### config.mk
export PLATFORM = sky130hd
export DESIGN_NAME = knight_sprite_animator
export DESIGN_NICKNAME = d
export VERILOG_FILES = /design/src/rtl/knight_sprite_animator.sv
export SDC_FILE = /design/constraint.sdc
export NUM_CORES = 1
export LEC_CHECK = 0
export ABC_AREA = 1
export CORE_MARGIN = 5
export CORE_UTILIZATION = 38
export DETAILED_ROUTE_END_ITERATION = 12
export GPL_ROUTABILITY_DRIVEN = 0
export HOLD_SLACK_MARGIN = 0.06
export SLEW_MARGIN = 20
export SYNTH_ARGS = -nofsm -noshare
export SYNTH_HDL_FRONTEND = slang
export SYNTH_SLANG_ARGS = --single-unit
### constraint.sdc
create_clock -name Clk -period 2.2 [get_ports Clk]
set_input_delay 0.66 -clock Clk [delete_from_list [all_inputs] [get_ports Clk]]
set_output_delay 0.66 -clock Clk [all_outputs]
set_load 0.05 [all_outputs]
### src/rtl/knight_sprite_animator.sv
// knight_sprite_animator: sequences Knight animation frames from player status
// and maps the current pixel into a sprite ROM address (one cycle latency).
module knight_sprite_animator #(
  parameter int SPR_W     = 32,
  parameter int SPR_H     = 64,
  parameter int FRAME_DIV = 6,
  parameter int N_IDLE    = 4,
  parameter int N_WALK    = 6,
  parameter int N_JUMP    = 2,
  parameter int N_FALL    = 2,
  parameter int N_ATK     = 4,
  parameter int N_DEAD    = 6,
  parameter int ADDR_W    = 16
) (
  input  logic              Clk,
  input  logic              Reset_n,
  input  logic              frame_clk,
  input  logic [3:0]        Player_Status,
  input  logic              Inverse,
  input  logic [9:0]        PlayerX,
  input  logic [9:0]        PlayerY,
  input  logic [9:0]        DrawX,
  input  logic [9:0]        DrawY,
  output logic              sprite_on,
  output logic [ADDR_W-1:0] sprite_addr,
  output logic [2:0]        anim_frame,
  output logic              attack_active,
  output logic              death_done
);

  localparam int CW = $clog2(SPR_W);
  localparam int RW = $clog2(SPR_H);

  typedef enum logic [2:0] {
    A_IDLE = 3'd0, A_WALK = 3'd1, A_JUMP = 3'd2,
    A_FALL = 3'd3, A_ATK  = 3'd4, A_DEAD = 3'd5
  } anim_e;

  function automatic int nfr_of(anim_e a);
    case (a)
      A_WALK:  return N_WALK;
      A_JUMP:  return N_JUMP;
      A_FALL:  return N_FALL;
      A_ATK:   return N_ATK;
      A_DEAD:  return N_DEAD;
      default: return N_IDLE;
    endcase
  endfunction

  // First ROM frame of each animation; frames are packed back to back.
  function automatic int base_of(anim_e a);
    case (a)
      A_WALK:  return N_IDLE;
      A_JUMP:  return N_IDLE + N_WALK;
      A_FALL:  return N_IDLE + N_WALK + N_JUMP;
      A_ATK:   return N_IDLE + N_WALK + N_JUMP + N_FALL;
      A_DEAD:  return N_IDLE + N_WALK + N_JUMP + N_FALL + N_ATK;
      default: return 0;
    endcase
  endfunction

  logic [1:0]        sync_q;
  logic              sync_prev_q;
  logic              tick;
  logic [3:0]        stat_prev_q;
  anim_e             cur_q, cur_d, eff;
  logic [2:0]        frame_q, frame_d;
  logic [3:0]        div_q, div_d;
  logic              atk_play_q, atk_play_d, atk_set;
  logic              done_q, done_d;
  logic              atk_act_q, atk_act_d;
  logic              sprite_on_q, sprite_on_d;
  logic [ADDR_W-1:0] addr_q, addr_d;

  logic [11:0]       dx, dy;
  logic [CW-1:0]     col;
  logic [RW-1:0]     row;
  logic [31:0]       addr_full;

  assign tick = sync_q[1] & ~sync_prev_q;

  // Pick the animation to show and advance frame/divider on ticks.
  always_comb begin
    atk_set = (Player_Status == 4'd4) && !atk_play_q && (stat_prev_q != 4'd4);
    // A held status 4 that did not trigger an attack shows idle.
    if (atk_play_q || atk_set) eff = A_ATK;
    else begin
      case (Player_Status)
        4'd1:    eff = A_WALK;
        4'd2:    eff = A_JUMP;
        4'd3:    eff = A_FALL;
        4'd5:    eff = A_DEAD;
        default: eff = A_IDLE;
      endcase
    end
    cur_d      = cur_q;
    frame_d    = frame_q;
    div_d      = div_q;
    atk_play_d = atk_play_q | atk_set;
    done_d     = done_q;
    if (eff != cur_q) begin
      cur_d   = eff;
      frame_d = '0;
      div_d   = '0;
      done_d  = 1'b0;
    end else if (tick) begin
      if (div_q == 4'(FRAME_DIV - 1)) begin
        div_d = '0;
        case (cur_q)
          A_ATK: begin
            if (frame_q == 3'(N_ATK - 1)) begin
              frame_d    = '0;
              atk_play_d = 1'b0;
            end else frame_d = frame_q + 3'd1;
          end
          A_DEAD: begin
            if (frame_q != 3'(N_DEAD - 1)) frame_d = frame_q + 3'd1;
            if (frame_d == 3'(N_DEAD - 1)) done_d = 1'b1;
          end
          default: begin
            if (int'(frame_q) >= nfr_of(cur_q) - 1) frame_d = '0;
            else frame_d = frame_q + 3'd1;
          end
        endcase
      end else begin
        div_d = div_q + 4'd1;
      end
    end
    atk_act_d = (cur_d == A_ATK) && (frame_d == 3'd1 || frame_d == 3'd2);
  end

  // Pixel-to-ROM mapping; offsets carry enough bits that no screen position wraps.
  always_comb begin
    dx = {2'b00, DrawX} - {2'b00, PlayerX} + 12'(SPR_W / 2);
    dy = {2'b00, DrawY} - {2'b00, PlayerY} + 12'(SPR_H / 2);
    sprite_on_d = !dx[11] && (dx < 12'(SPR_W)) && !dy[11] && (dy < 12'(SPR_H));
    // Mirroring within a power-of-2 cell is a bitwise inversion of the column.
    col = dx[CW-1:0] ^ {CW{Inverse}};
    row = dy[RW-1:0];
    addr_full = (32'(base_of(cur_q)) + 32'(frame_q)) * 32'(SPR_W * SPR_H)
              + 32'(row) * 32'(SPR_W) + 32'(col);
    addr_d = sprite_on_d ? addr_full[ADDR_W-1:0] : '0;
  end

  // State and output registers.
  always_ff @(posedge Clk or negedge Reset_n) begin
    if (!Reset_n) begin
      sync_q      <= '0;
      sync_prev_q <= 1'b0;
      stat_prev_q <= '0;
      cur_q       <= A_IDLE;
      frame_q     <= '0;
      div_q       <= '0;
      atk_play_q  <= 1'b0;
      done_q      <= 1'b0;
      atk_act_q   <= 1'b0;
      sprite_on_q <= 1'b0;
      addr_q      <= '0;
    end else begin
      sync_q      <= {sync_q[0], frame_clk};
      sync_prev_q <= sync_q[1];
      stat_prev_q <= Player_Status;
      cur_q       <= cur_d;
      frame_q     <= frame_d;
      div_q       <= div_d;
      atk_play_q  <= atk_play_d;
      done_q      <= done_d;
      atk_act_q   <= atk_act_d;
      sprite_on_q <= sprite_on_d;
      addr_q      <= addr_d;
    end
  end

  assign sprite_on     = sprite_on_q;
  assign sprite_addr   = addr_q;
  assign anim_frame    = frame_q;
  assign attack_active = atk_act_q;
  assign death_done    = done_q;

endmodule
==> impl_metrics.env, run 1 <==
export IMPL_crit_required_ps=2410
export IMPL_synth_edff_count=0
export IMPL_power_density_nw_per_um2=426.6
export IMPL_grt_pass1_wl_mm=13.40
export IMPL_cp_end_kind="flip-flop"
export IMPL_multi_input_area_um2=2633
export IMPL_synth_seq_cells=37
export IMPL_pin_count=70
export IMPL_fin_ws_ps=-361.2
export IMPL_synth_area_leader_cell="dfrtp_1"
export IMPL_maxSlewHeadroom_pct=65.07
export IMPL_cts_made_buffers=5
export IMPL_detail_route_wl_per_cell_um=11.61
export IMPL_grt_use_total_pct=15.43
export IMPL_finalSetupViolCount=17
export IMPL_critPathMaxFanout=6
export IMPL_timing_final_crit_share_pct=116.4
export IMPL_max_vdd_ir_drop_uv=222.0
export IMPL_vias_per_cell=4.667
export IMPL_seq_area_frac_synth_pct=28.52
export IMPL_drtPass1Iterations=4
export IMPL_worstSkewPairLatency_ps=280
export IMPL_port_buffers=69
export IMPL_drt_drc_violations_left=0
export IMPL_die_area_um2=10490
export IMPL_grt_max_degree=25
export IMPL_synth_avg_cell_area_um2=7.231
export IMPL_max_slew_worst_pin_slew_ps=524.0
export IMPL_worstPathArrival_ps=2780
export IMPL_rows=33
export IMPL_antenna_found_initial=0
export IMPL_dp_hpwl_mm=6.074
export IMPL_syn_inst=449
export IMPL_drt_iter0_drc=63
export IMPL_start_kind="primary input"
export IMPL_crit_type="primary input to flip-flop"
export IMPL_clockRootBuffer="clkbuf_8"
export IMPL_cts_sinks=37
export IMPL_clockBufferDepth=2
export IMPL_regToRegStartpoint="cur_q[2]"
export IMPL_maxSlewViolCount=0
export IMPL_totalWireLength_mm=8.230
export IMPL_start_util_pct=39.32
export IMPL_postSynth_asyncResetShare_pct=100.0
export IMPL_yosysWarningCount=0
export IMPL_holdWs_ps=344.2
export IMPL_vias=3309
export IMPL_ys_top_cells_by_area="dfrtp_1 (29%), nand2_1 (13%), ha_1 (12%)"
export IMPL_drtAntennaViolNets=0
export IMPL_core_um2=8258
export IMPL_dp_cells=681
export IMPL_synth_ff_type="dfrtp_1"
export IMPL_drive_gt1_share_pct=45.86
export IMPL_finalWorstPathRequiredPeriod_ps=2561
export IMPL_fillers=692
export IMPL_grt_overflow_total=0
export IMPL_die_y_um=102.4
export IMPL_synth_cell_types=34
export IMPL_yosys_area_top_type_share_pct=28.52
export IMPL_grt_pass1_vias=3149
export IMPL_cts_htree_levels=2
export IMPL_syn_nets=531
export IMPL_finalClockSkew_ps=5.744
export IMPL_fmax_mhz=390.4
export IMPL_hold_path_class="primary input to async pin"
export IMPL_cts_tree="yes"
export IMPL_seqCellArea_um2=925.9
export IMPL_die_x_um=102.4
export IMPL_insertedDiodeCount=0
export IMPL_drv_cap=0
export IMPL_power_leakage_nw=2.800
export IMPL_rsz0062_at_grt="true"
export IMPL_synth_commonest_cells="nand2_1 (112), inv_1 (81), nand3_1 (39), nor2_1 (39), dfrtp_1 (37)"
export IMPL_path_clk_slew_ps=70
export IMPL_synth_most_common_cell="nand2_1"
export IMPL_fin_cells=709
export IMPL_hold_buffers=0
export IMPL_finalHoldViolations=0
export IMPL_synth_area_um2=3247
export IMPL_final_core_util_pct=65.94
export IMPL_nets=685
export IMPL_critPathLaunch="DrawY[5]"
export IMPL_violations="setup timing"
export IMPL_outcome="finished with violations"
export IMPL_area_growth_pct=67.71
==> repair_timing <==
action,in CTS,in global routing
buffers inserted,14,5
pin swaps,69,68
resized for setup,142,85
gates cloned,1,0
endpoints found under the setup margin,18,21
==> cell type report <==
| cell class | count | area share [%] |
|---|---|---|
| flip-flops and latches | 37 | 17.00 |
| well taps | 105 | 2.413 |
| clock buffers | 5 | 1.264 |
| multi-input cells | 322 | 48.35 |
| inverters | 88 | 6.480 |
| clock inverters | 3 | 0.3217 |
| repair buffers | 149 | 24.17 |
==> metrics by stage <==
step / instance area, um2 / TNS, ps / setup slack (ps) / power, mW
3_3_place_gp: 4544 / -19190 / -1087 / 1.600
2_1_floorplan: 3301 / -7412 / -521.7 / 1.276
3_5_place_dp: 4544 / -20470 / -1144 / 1.617
6_report: 5445 / -5949 / -361.2 / 2.323
5_1_grt: 5445 / -8073 / -489.6 / 2.496
4_1_cts: 5189 / -6495 / -416.0 / 2.249
==> critical path: stages <==
cell and delay [ps]:
dlygate4sd2_1 270, ha_4 270, nand2_2 90, inv_1 80, nand2_2 90, nand4_1 140
nand2_4 120, ha_4 200, nor2_1 70, a21boi_2 170, nand4_2 110, nor2_4 140
nand3_4 130, buf_12 170, nor2_4 70
==> logic make-up after synthesis <==
logic type,count (synthesis),share of synthesized area [%]
AND/OR/NAND/NOR,242,36.22
buffers and inverters,90,10.91
flip-flops,37,28.52
adder cells (fa/ha/maj),34,13.80
AO/OA/AOI/OAI,27,5.164
XOR/XNOR,18,5.087
multiplexers,1,0.3083
==> layout by cell type (no fill, tap or decap), types with 11 or more instances in the layout <==
| cell type | synthesis | final |
|---|---|---|
| nor2_4 | 11 | 21 |
| nand2_4 | 1 | 15 |
| nand3_1 | 39 | 29 |
| nor2_2 | 4 | 11 |
| buf_4 | 0 | 76 |
| ha_1 | 31 | 11 |
| nand3_2 | 3 | 12 |
| inv_1 | 81 | 59 |
| inv_2 | 7 | 25 |
| nand4_1 | 11 | 11 |
| clkdlybuf4s50_1 | 0 | 28 |
| nand2_2 | 13 | 44 |
| nor2_1 | 39 | 22 |
| ha_4 | 0 | 20 |
| dfrtp_1 | 37 | 37 |
| nand2_1 | 112 | 67 |
==> per-layer routing <==
metal  global-route usage, %  part of all wire (%)  routed length, um
met1                   18.95                    42               3422
met2                   28.90                    54               4454
met3                   1.843                   3.4                280
met4                   2.926                  0.89                 73
met5                       0                     0                  0
==> power by group <==
group / internal (mW) / switching [mW]
combinational: 0.546 / 0.598
sequential: 0.706 / 0.0248
clock: 0.218 / 0.229
total: 1.47 / 0.852
==> flip-flops by register name (all words and copies together) (netlist names) <==
register       flops
sync_prev_q        1
cur_q              3
attack_active      1
sync_q             2
sprite_addr       16
atk_play_q         1
anim_frame         3
sprite_on          1
stat_prev_q        4
div_q              4
death_done         1
==> worst paths after layout <==
kind / endpoint / slack [ps] / cells past startpoint
worst max-delay path: sprite_addr[14] / -360 / 15
worst min-delay path: div_q[3] / 340 / 1
worst max register to register: attack_active / 100 / 15
worst min register to register: sync_q[1] / 350 / 0
max in group asynchronous: cur_q[2] / 1350 / 2
min in group Clk: sync_q[1] / 350 / 0
No activity file was read; power rests on OpenSTA's default activity.
==> run 2, diff against run 1 <==
HOLD_SLACK_MARGIN = 0.12   (was 0.06)
==> results of run 2 <==
No change in the layout: final DEF, timing and power equal those of run 1.
